`config.mk`:
```
export PLATFORM = sky130hd
export DESIGN_NAME = peripheral_apb4_master
export DESIGN_NICKNAME = d
export VERILOG_FILES = /design/src/rtl/peripheral_apb4_pkg.sv /design/src/rtl/peripheral_apb4_watchdog.sv /design/src/rtl/peripheral_apb4_master.sv
export SDC_FILE = /design/constraint.sdc
export NUM_CORES = 1
export LEC_CHECK = 0
export CAP_MARGIN = 20
export CORE_ASPECT_RATIO = 0.75
export CORE_MARGIN = 4
export CORE_UTILIZATION = 37
export CTS_BUF_LIST = sky130_fd_sc_hd__clkbuf_4 sky130_fd_sc_hd__clkbuf_8
export CTS_CLUSTER_SIZE = 24
export DETAILED_ROUTE_END_ITERATION = 16
export GPL_TIMING_DRIVEN = 0
export PLACE_DENSITY = 0.79
export SKIP_LAST_GASP = 1
export SLEW_MARGIN = 20
export SYNTH_ARGS = -nofsm -noshare
export SYNTH_HDL_FRONTEND = slang
export SYNTH_SLANG_ARGS = --single-unit
```
`constraint.sdc`:
```
create_clock -name PCLK -period 1.8 [get_ports PCLK]
set_input_delay 0.18 -clock PCLK [delete_from_list [all_inputs] [get_ports PCLK]]
set_output_delay 0.18 -clock PCLK [all_outputs]
set_load 0.01 [all_outputs]
```
`src/rtl/peripheral_apb4_pkg.sv`:
```
// +----------------------------------------------------------------------------+
// | Module   : peripheral_apb4_pkg                                             |
// | Brief    : Shared FSM state and response types for the APB4 requester.     |
// | Revision : 1.0 - initial release                                          |
// +----------------------------------------------------------------------------+
`default_nettype none

package peripheral_apb4_pkg;

    localparam int unsigned c_APB4_DATA_W = 32;

    typedef enum logic [1:0] {
        IDLE   = 2'd0,
        SETUP  = 2'd1,
        ACCESS = 2'd2
    } apb4_state_t;

    typedef struct packed {
        logic [c_APB4_DATA_W-1:0] rdata;
        logic                     err;
        logic                     timeout;
    } apb4_rsp_t;

endpackage

`default_nettype wire

```
`src/rtl/peripheral_apb4_watchdog.sv`:
```
// +----------------------------------------------------------------------------+
// | Module   : peripheral_apb4_watchdog                                        |
// | Brief    : Saturating wait-state counter that flags a stalled ACCESS phase. |
// | Revision : 1.0 - initial release                                          |
// +----------------------------------------------------------------------------+
`default_nettype none

module peripheral_apb4_watchdog #(
    parameter int unsigned TIMEOUT_CYCLES = 16
) (
    input  logic clk,
    input  logic rst,
    input  logic clr,
    input  logic en,
    output logic expired
);

    localparam int unsigned TMO_W = (TIMEOUT_CYCLES == 0) ? 1 : $clog2(TIMEOUT_CYCLES + 1);

    logic [TMO_W-1:0] r_count;

    always_ff @(posedge clk) begin
        if (rst || clr) begin
            r_count <= '0;
        end else if (en && (r_count != {TMO_W{1'b1}})) begin
            r_count <= r_count + 1'b1;
        end
    end

    // Expiry fires on the last permitted wait cycle so the abort lands on that edge.
    generate
        if (TIMEOUT_CYCLES == 0) begin : g_wd_off
            assign expired = 1'b0;
        end else begin : g_wd_on
            localparam logic [TMO_W-1:0] c_LIMIT = TMO_W'(TIMEOUT_CYCLES - 1);
            assign expired = (r_count == c_LIMIT);
        end
    endgenerate

endmodule

`default_nettype wire

```
`src/rtl/peripheral_apb4_master.sv`:
```
// +----------------------------------------------------------------------------+
// | Module   : peripheral_apb4_master                                          |
// | Brief    : APB4 requester bridging a valid/ready command/response channel.  |
// | Revision : 1.0 - initial release                                          |
// +----------------------------------------------------------------------------+
`default_nettype none

module peripheral_apb4_master
    import peripheral_apb4_pkg::*;
#(
    parameter int unsigned ADDR_WIDTH     = 32,
    parameter int unsigned DATA_WIDTH     = c_APB4_DATA_W,
    parameter int unsigned TIMEOUT_CYCLES = 16
) (
    input  logic                  PCLK,
    input  logic                  PRESET,
    input  logic                  cmd_valid,
    output logic                  cmd_ready,
    input  logic                  cmd_write,
    input  logic [ADDR_WIDTH-1:0] cmd_addr,
    input  logic [DATA_WIDTH-1:0] cmd_wdata,
    output logic                  rsp_valid,
    input  logic                  rsp_ready,
    output logic [DATA_WIDTH-1:0] rsp_rdata,
    output logic                  rsp_err,
    output logic                  rsp_timeout,
    output logic [ADDR_WIDTH-1:0] PADDR,
    output logic                  PWRITE,
    output logic                  PSEL,
    output logic                  PENABLE,
    output logic [DATA_WIDTH-1:0] PWDATA,
    input  logic [DATA_WIDTH-1:0] PRDATA,
    input  logic                  PREADY,
    input  logic                  PSLVERR
);

    apb4_state_t r_state;
    apb4_rsp_t   r_rsp;
    logic        w_wd_clr;
    logic        w_wd_en;
    logic        w_wd_expired;

    assign w_wd_clr = (r_state == SETUP);
    assign w_wd_en  = (r_state == ACCESS) && !PREADY;

    peripheral_apb4_watchdog #(
        .TIMEOUT_CYCLES (TIMEOUT_CYCLES)
    ) u_watchdog (
        .clk     (PCLK),
        .rst     (PRESET),
        .clr     (w_wd_clr),
        .en      (w_wd_en),
        .expired (w_wd_expired)
    );

    always_comb begin
        cmd_ready = (r_state == IDLE) && !rsp_valid;
    end

    assign rsp_rdata   = DATA_WIDTH'(r_rsp.rdata);
    assign rsp_err     = r_rsp.err;
    assign rsp_timeout = r_rsp.timeout;

    always_ff @(posedge PCLK) begin
        if (PRESET) begin
            r_state   <= IDLE;
            PSEL      <= 1'b0;
            PENABLE   <= 1'b0;
            PWRITE    <= 1'b0;
            PADDR     <= '0;
            PWDATA    <= '0;
            rsp_valid <= 1'b0;
            r_rsp     <= '0;
        end else begin
            if (rsp_valid && rsp_ready) begin
                rsp_valid <= 1'b0;
            end
            case (r_state)
                IDLE: begin
                    if (cmd_valid && cmd_ready) begin
                        if (cmd_addr[1:0] != 2'b00) begin
                            // Misaligned requests never reach the bus.
                            rsp_valid     <= 1'b1;
                            r_rsp.rdata   <= '0;
                            r_rsp.err     <= 1'b1;
                            r_rsp.timeout <= 1'b0;
                        end else begin
                            PADDR   <= cmd_addr;
                            PWRITE  <= cmd_write;
                            PWDATA  <= cmd_wdata;
                            PSEL    <= 1'b1;
                            PENABLE <= 1'b0;
                            r_state <= SETUP;
                        end
                    end
                end
                SETUP: begin
                    PENABLE <= 1'b1;
                    r_state <= ACCESS;
                end
                ACCESS: begin
                    if (PREADY) begin
                        PSEL          <= 1'b0;
                        PENABLE       <= 1'b0;
                        rsp_valid     <= 1'b1;
                        r_rsp.err     <= PSLVERR;
                        r_rsp.timeout <= 1'b0;
                        r_rsp.rdata   <= (!PWRITE && !PSLVERR) ? c_APB4_DATA_W'(PRDATA) : '0;
                        r_state       <= IDLE;
                    end else if (w_wd_expired) begin
                        PSEL          <= 1'b0;
                        PENABLE       <= 1'b0;
                        rsp_valid     <= 1'b1;
                        r_rsp.err     <= 1'b1;
                        r_rsp.timeout <= 1'b1;
                        r_rsp.rdata   <= '0;
                        r_state       <= IDLE;
                    end
                end
                default: begin
                    r_state <= IDLE;
                end
            endcase
        end
    end

endmodule

`default_nettype wire

```
==> run_results.csv, run 1 <==
group,metric,value,unit
outcome,run_status,"finished, final reports clean",
cts,cts.htree.levels,3,
power_and_ir_drop,totalPowerFinal,4.62,mW
place,gp_congestion,0.838,
yosys,synth_common_cells,"dfxtp_1, a21oi_1, nand3_1, o21ai_0, a22o_1",
worst_setup_path,cp.required,2.06,ns
timing,hold_viol,0,
yosys,yosysMostFrequentCell,"dfxtp_1",
yosys,async_flop_share,0,
yosys,syn_nets,530,
worst_setup_path,path_max_fanout,10,
power_and_ir_drop,p_leak,2.23,nW
cts,clk_latency,0.38,ns
routing,wl_per_cell,16.5,µm
yosys,syn_inst,424,
cts,cts_hold_buf,0,
final_layout,final_nets,746,
floorplanning,die_h,97.6,µm
grt,antenna_found_initial,0,
cts,cts_tree,"built",
routing,top_layer,"met4",
run,maxCapViolations,0,
floorplanning,die_w,127,µm
yosys,yosysWarnings,0,
grt,grt_use_total,0.204,
worst_setup_path,worstPathCellList,"or4b_4 -> buf_4 -> clkbuf_2 -> o21ai_0 -> a21oi_1",
yosys,ys_dominant_reg_cell,"dfxtp_1",
timing,fin_crit,1.76,ns
routing,initialDrtViolationCount,247,
place,place_area,6170,µm²
worst_setup_path,startpoint_type,"flop",
yosys,syn_area_per_cell,9.33,µm²
routing,drt_pass1_iterations,4,
yosys,syn-cell-area,3960,µm²
grt,grt_remaining_overflow,0,
final_layout,drive_above_1_share,0.0698,
final_layout,syn2layout_area_growth,62.2,%
worst_setup_path,crit_family,"simple AND/OR/NAND/NOR gates",
grt,grt_pass1_wl,20500,µm
cts,numClockSinks,109,
floorplanning,rows,32,
grt,grt_max_degree,19,
place,port_buffers,204,
timing,slew_headroom,0.652,
cts,root_buffer,"clkbuf_8",
routing,drt-met1-wl,5460,µm
worst_setup_path,crit_path_top_delay_cell,"or4b_4",
timing,grt_setup_unrepaired,"true",
routing,vias,4040,
routing,drcViolationCount,0,
final_layout,postLayoutCoreUtil,0.619,
power_and_ir_drop,vdd_drop_max,513,µV
routing,wirelength,12900,µm
final_layout,finish.cell_count_without_fillers,781,
final_layout,fin_area,6420,µm²
timing,holdWs,0.352,ns
place,dp.cells,764,
floorplanning,start_util,0.382,
min_path,hold_class,"input pin to flop",
timing,setup_slack,0.0427,ns
cts,clk_path_buf_depth,2,
cts,clkTransAtPathRegs,0.11,ns
yosys,synth_top_area_frac,0.552,
place,place_hpwl,9800,µm
cts,numCtsBuffers,9,
floorplanning,num_io_pins,206,
timing,fin_crit_sh,0.976,
yosys,synth.distinct_cells,33,
routing,met2_length,6060,µm
yosys,synth_area_leader_cell,"dfxtp_1",
yosys,synth-edff-count,0,
worst_setup_path,cp_data_arrival_time,2.01,ns
worst_setup_path,max_stage_delay,0.58,ns
routing,vias_per_cell,5.17,
floorplanning,die-area,12400,µm²
place,pre_cts_ws,-0.378,ns
floorplanning,core_region_area,10400,µm²
routing,ant_nets,0,
worst_setup_path,end_kind,"flop",
timing,clock_skew,0.0112,ns
worst_setup_path,worst-path-buf-inv,2,
grt,grt_pass1_vias,3980,
yosys,synth_area_leaders,"dfxtp_1, a21oi_1, nand3_1",
worst_setup_path,crit_type,"flop to flop",
power_and_ir_drop,powerDensity,721,nW/µm²
timing,tns,0,ns
final_layout,diodes,0,
yosys,ys_seq_elements,109,
yosys,yosysSeqAreaShare,0.552,
timing,finalMaxSlewViolations,0,
routing,wl_met3,1120,µm
timing,setup_viol,0,
timing,max_slew.worst_pin.slew,0.522,ns
timing,fmax,0.569,GHz
[registers in the layout (all words and copies together) (netlist names)]
| signal | flops |
|---|---|
| PWDATA | 32 |
| rsp_timeout | 1 |
| rsp_valid | 1 |
| PENABLE | 1 |
| rsp_err | 1 |
| PSEL | 1 |
| r_state | 2 |
| u_watchdog.r_count | 5 |
| PADDR | 32 |
| PWRITE | 1 |
| rsp_rdata | 32 |
[area by class of cell]
type,instances,area [µm²]
Buffer,42,201
Clock buffer,11,145
Timing Repair Buffer,205,2050
Tap cell,136,170
Multi-Input combinational cell,270,1610
Sequential cell,109,2190
Clock inverter,5,45.0
Inverter,3,11.3
Fill cell,878,3950
[power breakdown]
part	internal (mW)	switching (mW)	total [mW]
Combinational	0.382	0.324	0.706
Sequential	2.47	0.0314	2.50
Clock	0.574	0.845	1.42
Total	3.42	1.20	4.62
[tightest hold or removal path, cell delays in order]
cell and delay (ns):
clkdlybuf4s50_1 0.39, nand3_1 0.06, a21oi_1 0.05
[path summary, 6_finish.rpt]
kind / slack (ns) / cells after the start / start / endpoint
max: 0.04 / 5 / r_state[1] / PWDATA[7]
min: 0.35 / 3 / cmd_addr[17] / PADDR[17]
max reg2reg: 0.04 / 5 / r_state[1] / PWDATA[7]
min reg2reg: 0.48 / 2 / PADDR[13] / PADDR[13]
[layer usage]
metal,up-vias,global-route usage
met3,19,0.0786
met4,0,0.0618
met5,-,0
met2,141,0.330
li1,1974,-
met1,1906,0.252
[cell families after synthesis]
family,Yosys count,share of synthesized area
AOI/OAI and AO/OA,172,0.257
and+or+nand+nor,92,0.124
adders and majority gates,3,0.00949
xor gates and xnor gates,1,0.00221
DFF,109,0.552
buffers and inverters,45,0.0500
muxes,2,0.00506
[timing repair]
item                                    CTS  global route
endpoints found under the setup margin   51            88
pin swaps                                 0             1
buffers inserted                          0             1
gates resized for setup                  10            28
[cell usage in the layout (no fill, tap or decap), types with 6 or more instances in the layout]
cell type / n
o21ai_1: 13
nand3_1: 65
clkbuf_1: 21
dfxtp_1: 106
a21oi_1: 68
clkbuf_8: 10
a22o_1: 32
clkdlybuf4s50_1: 204
buf_2: 6
o21ai_0: 51
nor2_1: 6
(Power assumes the default switching activity.)
==> inputs of run 2 (changes only) <==
--- a/config.mk
+++ b/config.mk
@@ -17,3 +17,3 @@
 export SKIP_LAST_GASP = 1
-export SLEW_MARGIN = 20
+export SLEW_MARGIN = 25
 export SYNTH_ARGS = -nofsm -noshare
==> constraint.sdc (replaced) <==
create_clock -name PCLK -period 1.8 [get_ports PCLK]
set_input_delay 0.36 -clock PCLK [delete_from_list [all_inputs] [get_ports PCLK]]
set_output_delay 0.36 -clock PCLK [all_outputs]
set_load 0.01 [all_outputs]
==> run 2 against run 1 <==
Net effect: worst hold slack better by 0.13 ns; total power hardly changed; sequential share of layout area is 0.060 points lower; worst setup slack gained 0.0080 ns; design area is 0.18% higher; die area stayed put; register-to-register slack gained 0.03 ns; global-route usage is the same; clock power is essentially flat; sequential power hardly changed; combinational power hardly changed; critical endpoint is now PWRITE; highest routed layer unchanged.
==> run_results.csv, run 2 (same netlist as run 1, synthesis figures left out) <==
group,metric,value,unit
outcome,run_status,"finished, final reports clean",
final_layout,final_nets,745,
worst_setup_path,worst-path-buf-inv,1,
cts,numCtsBuffers,9,
timing,slew_headroom,0.665,
place,port_buffers,204,
worst_setup_path,crit_path_top_delay_cell,"clkdlybuf4s50_1",
timing,fmax,0.572,GHz
floorplanning,die_w,127,µm
power_and_ir_drop,p_leak,2.24,nW
cts,cts_tree,"built",
worst_setup_path,startpoint_type,"flop",
worst_setup_path,max_stage_delay,0.58,ns
final_layout,fin_area,6430,µm²
grt,grt_pass1_vias,3980,
grt,grt_max_degree,19,
timing,clock_skew,0.0113,ns
timing,hold_viol,0,
cts,clkTransAtPathRegs,0.11,ns
routing,wl_per_cell,16.4,µm
power_and_ir_drop,totalPowerFinal,4.63,mW
final_layout,syn2layout_area_growth,62.5,%
place,gp_congestion,0.838,
floorplanning,core_region_area,10400,µm²
worst_setup_path,crit_family,"buffers and inverters",
timing,tns,0,ns
power_and_ir_drop,powerDensity,719,nW/µm²
cts,clk_path_buf_depth,2,
place,dp.cells,764,
power_and_ir_drop,vdd_drop_max,512,µV
grt,antenna_found_initial,0,
final_layout,final_cell_mix,"clkdlybuf4s50_1, dfxtp_1, a21oi_1",
routing,vias,4057,
place,place_area,6170,µm²
timing,fin_crit_sh,0.972,
grt,grt_remaining_overflow,0,
worst_setup_path,crit_type,"flop to output port",
worst_setup_path,cp.required,1.44,ns
final_layout,postLayoutCoreUtil,0.620,
floorplanning,start_util,0.382,
worst_setup_path,cp_data_arrival_time,1.39,ns
worst_setup_path,worstPathCellList,"clkdlybuf4s50_1",
floorplanning,rows,32,
final_layout,layout_commonest_cell,"clkdlybuf4s50_1",
final_layout,drive_above_1_share,0.0792,
place,place_hpwl,9800,µm
grt,grt_use_total,0.204,
cts,numClockSinks,109,
routing,drt_pass1_iterations,5,
timing,setup_viol,0,
final_layout,diodes,0,
routing,ant_nets,0,
run,maxCapViolations,0,
final_layout,multi_input_area,1620,µm²
final_layout,finish.cell_count_without_fillers,780,
worst_setup_path,r2r_slack,0.07,ns
final_layout,ff_latch_area,2190,µm²
worst_setup_path,end_kind,"output port",
routing,wirelength,12800,µm
final_layout,fill_cells,875,
routing,initialDrtViolationCount,220,
cts,cts.htree.levels,3,
timing,max_slew.worst_pin.slew,0.503,ns
timing,fin_crit,1.75,ns
floorplanning,num_io_pins,206,
worst_setup_path,path_max_fanout,3,
min_path,hold_class,"flop to flop",
cts,clk_latency,0.38,ns
routing,vias_per_cell,5.20,
cts,root_buffer,"clkbuf_8",
floorplanning,die_h,97.6,µm
floorplanning,die-area,12400,µm²
timing,finalMaxSlewViolations,0,
routing,drcViolationCount,0,
grt,grt_pass1_wl,20500,µm
[run 2: through the flow]
stage	setup WS, ns	hold WS [ns]
floorplan	0.0161	0.462
CTS	0.000174	0.481
detailed placement	-0.558	0.455
global route	-0.000478	0.496
finish	0.0507	0.482
global placement	-0.444	0.456
[run 2: power breakdown]
group	switching [mW]	internal [mW]	total [mW]
logic	0.324	0.381	0.705
registers	0.0318	2.47	2.50
clock network	0.847	0.574	1.42
[run 2: path summary, 6_finish.rpt]
kind	endpoint	from	depth (start not counted)
worst min register to register	PWDATA[3]	PWDATA[3]	2
worst max-delay path	PWRITE	PWRITE	1
worst max register to register	PADDR[11]	r_state[1]	5
worst min-delay path	PWDATA[3]	PWDATA[3]	2
[run 2: routing by layer]
metal	up-vias	routed length [µm]	track usage
met3	19	1160	0.0786
met1	1912	5370	0.252
met2	154	6060	0.330
met5	-	0	0
li1	1972	-	-
met4	0	211	0.0618
[run 2: area by class of cell]
class / instances / share of cell area
plain buffers: 41 / 0.0313
clock buffers: 11 / 0.0226
clock inverters: 5 / 0.00701
inverters: 3 / 0.00175
multi-input cells: 270 / 0.252
flip-flops and latches: 109 / 0.340
well taps: 136 / 0.0265
repair buffers: 205 / 0.319
[run 2: what timing repair did]
action / 4_1_cts / 5_1_grt
endpoints found under the setup margin: 96 / 91
gates resized for setup: 11 / 46
hold buffers: 0 / 0
endpoints found under the hold margin: 0 / 0
setup buffers: 0 / 1
pin swaps: 0 / 1
[run 2: tightest hold or removal path: stages (launching register included)]
cell and delay, ns:
dfxtp_1 0.32, o21ai_0 0.06, a21oi_1 0.06
